==> config.mk <==
export PLATFORM = sky130hd
export DESIGN_NAME = invader_march_ctl
export DESIGN_NICKNAME = d
export VERILOG_FILES = /design/src/rtl/invader_march_ctl.sv
export SDC_FILE = /design/constraint.sdc
export NUM_CORES = 1
export LEC_CHECK = 0
export BUFFER_PORTS_ARGS = -buffer_cell sky130_fd_sc_hd__buf_2
export CAP_MARGIN = 25
export CORE_AREA = 2 2 83 85
export CTS_CLUSTER_SIZE = 25
export DETAILED_ROUTE_END_ITERATION = 8
export DIE_AREA = 0 0 85 87
export PLACE_DENSITY = 0.67
export SYNTH_ARGS = -nofsm -noshare
export SYNTH_HDL_FRONTEND = slang
export SYNTH_SLANG_ARGS = --single-unit
==> constraint.sdc <==
create_clock -name clk -period 8.35 [get_ports clk]
set_input_delay 0 -clock clk [delete_from_list [all_inputs] [get_ports clk]]
set_output_delay 0 -clock clk [all_outputs]
set_load 0.01 [all_outputs]
==> src/rtl/invader_march_ctl.sv <==
// Invader formation position sequencer: marches the formation left/right on
// vblank ticks, drops it one row at each screen edge and flags landing.
module invader_march_ctl #(
  parameter int X_START         = 32,
  parameter int Y_START         = 64,
  parameter int X_MIN           = 16,
  parameter int X_MAX           = 784,
  parameter int GRID_W          = 352,
  parameter int GRID_H          = 160,
  parameter int STEP_X          = 8,
  parameter int STEP_Y          = 16,
  parameter int Y_LIMIT         = 520,
  parameter int FRAMES_PER_STEP = 32,
  parameter int SPEED_DEC       = 2
) (
  input  logic        clk,
  input  logic        rst,
  input  logic        vblnk,
  input  logic        game_run,
  input  logic        restart,
  input  logic [3:0]  speed_level,
  output logic [11:0] xpos,
  output logic [11:0] ypos,
  output logic        enabled,
  output logic        anim_frame,
  output logic        step_pulse,
  output logic        landed
);

  typedef enum logic [1:0] {IDLE, MARCH_R, MARCH_L, LANDED} state_t;

  state_t             state, state_nx;
  logic               vblnk_q, tick;
  logic [15:0]        cnt, cnt_nx;
  logic [11:0]        xpos_nx, ypos_nx;
  logic               enabled_nx, anim_nx, pulse_nx, landed_nx;
  logic signed [16:0] period;
  logic signed [13:0] xs, ys;
  logic               step_due, right_hit, left_hit, floor_hit, edge_hit;

  // Frames per step, clamped at 1 so a high speed level never wraps negative.
  function automatic logic signed [16:0] calc_period(input logic [3:0] lvl);
    logic signed [16:0] p;
    p = 17'(FRAMES_PER_STEP) - 17'(SPEED_DEC) * $signed({13'd0, lvl});
    if (p < 17'sd1) p = 17'sd1;
    return p;
  endfunction

  assign tick      = vblnk & ~vblnk_q;
  assign period    = calc_period(speed_level);
  assign step_due  = $signed({1'b0, cnt}) >= (period - 17'sd1);
  assign xs        = $signed({2'b00, xpos});
  assign ys        = $signed({2'b00, ypos});
  assign right_hit = (xs + 14'(STEP_X + GRID_W)) > 14'(X_MAX);
  assign left_hit  = (xs - 14'(STEP_X)) < 14'(X_MIN);
  assign floor_hit = (ys + 14'(STEP_Y + GRID_H)) > 14'(Y_LIMIT);
  assign edge_hit  = (state == MARCH_R) ? right_hit : left_hit;

  always_ff @(posedge clk) begin
    if (rst) begin
      state      <= IDLE;
      vblnk_q    <= 1'b0;
      cnt        <= '0;
      xpos       <= 12'(X_START);
      ypos       <= 12'(Y_START);
      enabled    <= 1'b0;
      anim_frame <= 1'b0;
      step_pulse <= 1'b0;
      landed     <= 1'b0;
    end else begin
      state      <= state_nx;
      vblnk_q    <= vblnk;
      cnt        <= cnt_nx;
      xpos       <= xpos_nx;
      ypos       <= ypos_nx;
      enabled    <= enabled_nx;
      anim_frame <= anim_nx;
      step_pulse <= pulse_nx;
      landed     <= landed_nx;
    end
  end

  always_comb begin
    state_nx   = state;
    cnt_nx     = cnt;
    xpos_nx    = xpos;
    ypos_nx    = ypos;
    enabled_nx = enabled;
    anim_nx    = anim_frame;
    pulse_nx   = 1'b0;
    landed_nx  = landed;
    // Restart wins over a coincident tick; that tick is simply consumed.
    if (restart) begin
      state_nx   = MARCH_R;
      cnt_nx     = '0;
      xpos_nx    = 12'(X_START);
      ypos_nx    = 12'(Y_START);
      enabled_nx = 1'b1;
      anim_nx    = 1'b0;
      landed_nx  = 1'b0;
    end else if (tick && game_run) begin
      case (state)
        IDLE: begin
          state_nx   = MARCH_R;
          enabled_nx = 1'b1;
          cnt_nx     = '0;
        end
        MARCH_R, MARCH_L: begin
          if (!step_due) begin
            cnt_nx = cnt + 16'd1;
          end else begin
            cnt_nx   = '0;
            anim_nx  = ~anim_frame;
            pulse_nx = 1'b1;
            if (edge_hit) begin
              if (floor_hit) begin
                state_nx  = LANDED;
                landed_nx = 1'b1;
              end else begin
                ypos_nx  = ypos + 12'(STEP_Y);
                state_nx = (state == MARCH_R) ? MARCH_L : MARCH_R;
              end
            end else if (state == MARCH_R) begin
              xpos_nx = xpos + 12'(STEP_X);
            end else begin
              xpos_nx = xpos - 12'(STEP_X);
            end
          end
        end
        default: ;
      endcase
    end
  end

endmodule

==> results.py <==
metrics = {
    "outcome": {
        "status": "finished, final reports clean",
    },
    "synthesis": {
        "synth_cell_type_count": 65,
        "post-synth-top-count-cell": "nor2_1",
        "synthArstFlopShare": 0,
        "synth_edf_count": 0,
        "ys_ff_latch": 40,
        "muxShareOfSynthArea": 0.0336,
        "synth_flop_cell": "dfxtp_1",
        "yosysSeqAreaShare": 0.269,
        "synthSimpleGateAreaFrac": 0.246,
        "netlist_top_cells_count": "42 x nor2_1, 40 x dfxtp_1, 35 x ha_1",
        "yosys.area.top_type": "dfxtp_1",
        "synth_compound_area_frac": 0.176,
        "yosysTopAreaCellShare": 0.269,
        "netlist_top_cells_area": "dfxtp_1 27%, ha_1 15%, nor2_1 5.3%, nand2_1 4.3%, xnor2_1 3.5%",
        "synth-adder-area-share": 0.157,
        "syn_avg_cell_area_sq_um": 8.25,
        "ys_warn_count": 0,
        "synth_area_sq_um": 2980,
        "synth_top_family_by_area": "simple AND/OR/NAND/NOR gates",
        "synth-xor-area-share": 0.0647,
        "syn_inst": 361,
    },
    "critical_path": {
        "cp-start-kind": "primary input",
        "path_class": "in2reg",
        "cpMaxStageDelayCell": "o21ai_1",
        "critPathMaxStageDelay_ns": 0.71,
        "cp.required_ns": 8.50,
        "critPathCaptureType": "register",
        "cp_common_cell": "ha_1",
        "path_delay_family": "compound AO/OA/AOI/OAI gates",
        "crit_start": "speed_level[0]",
        "path_max_fanout": 13,
        "worstPathCellList": "buf_2 -> inv_1 -> ha_1 -> nand2b_1 -> o21ai_1 -> nand2_1 -> o32a_1 -> nor3_1 -> ha_1 -> ha_1 -> nand4_1 -> nor4_1 -> a211oi_1 -> o211ai_2 -> nor2_1 -> o21ai_1 -> nor2_1",
        "arrival_ns": 3.64,
        "path_buf_inv": 2,
        "r2r-start": "state[1]",
    },
    "layout": {
        "post-route-util": 0.500,
        "antennaDiodeCount": 0,
        "instances_no_fill": 472,
        "area_delta_synth_final_pct": 10.3,
        "stdcell_area_sq_um": 3290,
        "final_nets": 436,
        "drive_above_1_share": 0.128,
    },
    "place": {
        "port_buffers": 29,
        "hpwlAfterDp_microns": 4900,
        "place_congestion": 0.815,
        "place_area_sq_um": 3160,
        "dp_cells": 462,
    },
    "timing": {
        "min_period_over_period": 0.418,
        "layout_min_cycle_time_ns": 3.49,
        "slew_headroom": 0.412,
        "drv_slew": 0,
        "skew_ns": 0.00747,
        "clock.fmax_ghz": 0.286,
        "finalSetupTns_ns": 0,
        "final_hold_viol_count": 0,
        "setup_violations": 0,
        "grt_setup_unrepaired": "false",
        "worstMarginPinSlew_ns": 0.875,
    },
    "cts": {
        "cts_root_buffer": "clkbuf_8",
        "clk_latency_ns": 0.30,
        "htree_num_levels": 2,
        "clk_path_buf_depth": 2,
        "clk_pin_slew_ns": 0.08,
        "clock_sinks": 40,
        "post_cts_resized": 0,
        "cts_tree": "yes",
        "cts_inserted_buffers": 5,
        "cts_setup_buffers": 0,
    },
    "worst_hold_path": {
        "worstHoldStart": "restart",
        "hold_class": "in2reg",
    },
    "routing": {
        "wl_met1_microns": 3120,
        "ant_nets": 0,
        "route.met2.wl_microns": 2830,
        "num_vias": 2617,
        "wl_met3_microns": 218,
        "drc": 0,
        "drt_iter0_markers": 118,
        "wl_microns": 6240,
        "viasPerCell": 5.54,
        "post_drt_wl_per_cell_microns": 13.2,
        "firstDrtPassIters": 4,
        "routed.top_layer": "met4",
    },
    "global_route": {
        "grt_pass1_wl_microns": 10700,
        "grt-ovfl-total": 0,
        "grt_pass1_vias": 2375,
        "antenna_found_initial": 0,
        "grt_usage": 0.175,
        "grt_max_degree": 17,
    },
    "power": {
        "p_leak_uw": 0.00143,
        "ir_worst_vdd_uv": 70.6,
        "p_per_area_nw_per_um2": 125,
    },
    "floorplan": {
        "die_area_sq_um": 7400,
        "start_util": 0.454,
        "num_rows": 30,
        "io_pins": 37,
        "dieWidth_microns": 85,
        "core_area_sq_um": 6570,
        "die_h_microns": 87,
    },
    "flow_run": {
        "cap_violations": 0,
    },
}
## sequential cells by signal, indices dropped and copies added, names as in the netlist
signal / flops
cnt: 16
xpos: 9
ypos: 8
state: 2
anim_frame: 1
enabled: 1
landed: 1
step_pulse: 1
vblnk_q: 1
## layout by cell type, fill, tap and decap left out, types with 2 or more instances in the layout
| master | n |
|---|---|
| ha_1 | 35 |
| nor3_1 | 6 |
| o21ai_0 | 9 |
| clkbuf_8 | 5 |
| nand3b_1 | 3 |
| nor4_1 | 3 |
| or3_1 | 2 |
| a21oi_1 | 18 |
| buf_2 | 29 |
| inv_1 | 18 |
| o21a_1 | 2 |
| nand4b_1 | 2 |
| nor2b_1 | 5 |
| nor2_1 | 42 |
| nand2_1 | 34 |
| conb_1 | 7 |
| o21bai_1 | 3 |
| nand2b_1 | 5 |
| dlygate4sd3_1 | 2 |
| mux2i_1 | 10 |
| o22ai_1 | 3 |
| and3_1 | 6 |
| dfxtp_1 | 40 |
| and2_1 | 6 |
| a21o_1 | 5 |
| a41oi_1 | 2 |
| xor2_1 | 10 |
| o21ai_1 | 3 |
| nand3_1 | 14 |
| a31oi_1 | 2 |
| nand4_1 | 8 |
| or2_2 | 5 |
| xnor2_1 | 12 |
| a211oi_1 | 4 |
## tightest hold or removal path, stage by stage
cell,delay [ns]
buf_2,0.13
a211oi_1,0.05
nor2_1,0.08
## path summary, 6_finish.rpt
kind | slack (ns) | endpoint | cells after the start
worst max register to register | 5.16 | xpos[11] | 11
worst min register to register | 0.48 | ypos[8] | 2
worst min-delay path | 0.009 | enabled | 3
worst max-delay path | 4.86 | cnt[12] | 17
## repair_timing
item,4_1_cts,5_1_grt
hold buffers,2,0
endpoints found under the hold margin,3,0
endpoints found under the setup margin,0,0
## cells by family after synthesis
group                    count (synthesis)
AO/OA/AOI/OAI                           72
adder cells (fa/ha/maj)                 37
multiplexers                            10
AND/OR/NAND/NOR                        147
other                                    1
XOR/XNOR                                22
flip-flops                              40
buffers and inverters                   32
## routing by layer
layer	vias to the layer above	track usage
li1	1344	-
met1	1210	0.241
met2	56	0.283
met3	7	0.0284
met4	0	0.0462
met5	-	0
## final cells by class
class	instances	area [sq um]
fillers	636	3280
multi-input cells	295	2040
flip-flops and latches	40	801
repair buffers	31	165
well taps	80	100
clock buffers	6	72.6
inverters	18	67.6
clock inverters	2	35.0
## per-stage QoR
step | power (uW) | hold WS, ns | setup slack, ns
3_5_place_dp | 257 | 0.254 | 4.57
6_report | 411 | 0.00921 | 4.86
4_1_cts | 415 | 0.00100 | 4.87
2_1_floorplan | 246 | 0.0716 | 5.31
5_1_grt | 429 | 0.0371 | 4.52
3_3_place_gp | 255 | 0.250 | 4.75
## power by group
part	internal, uW	switching, uW
clock	88.7	68.3
sequential	192	1.04
combinational	23.6	37.6
total	304	107
(Power assumes the default switching activity.)
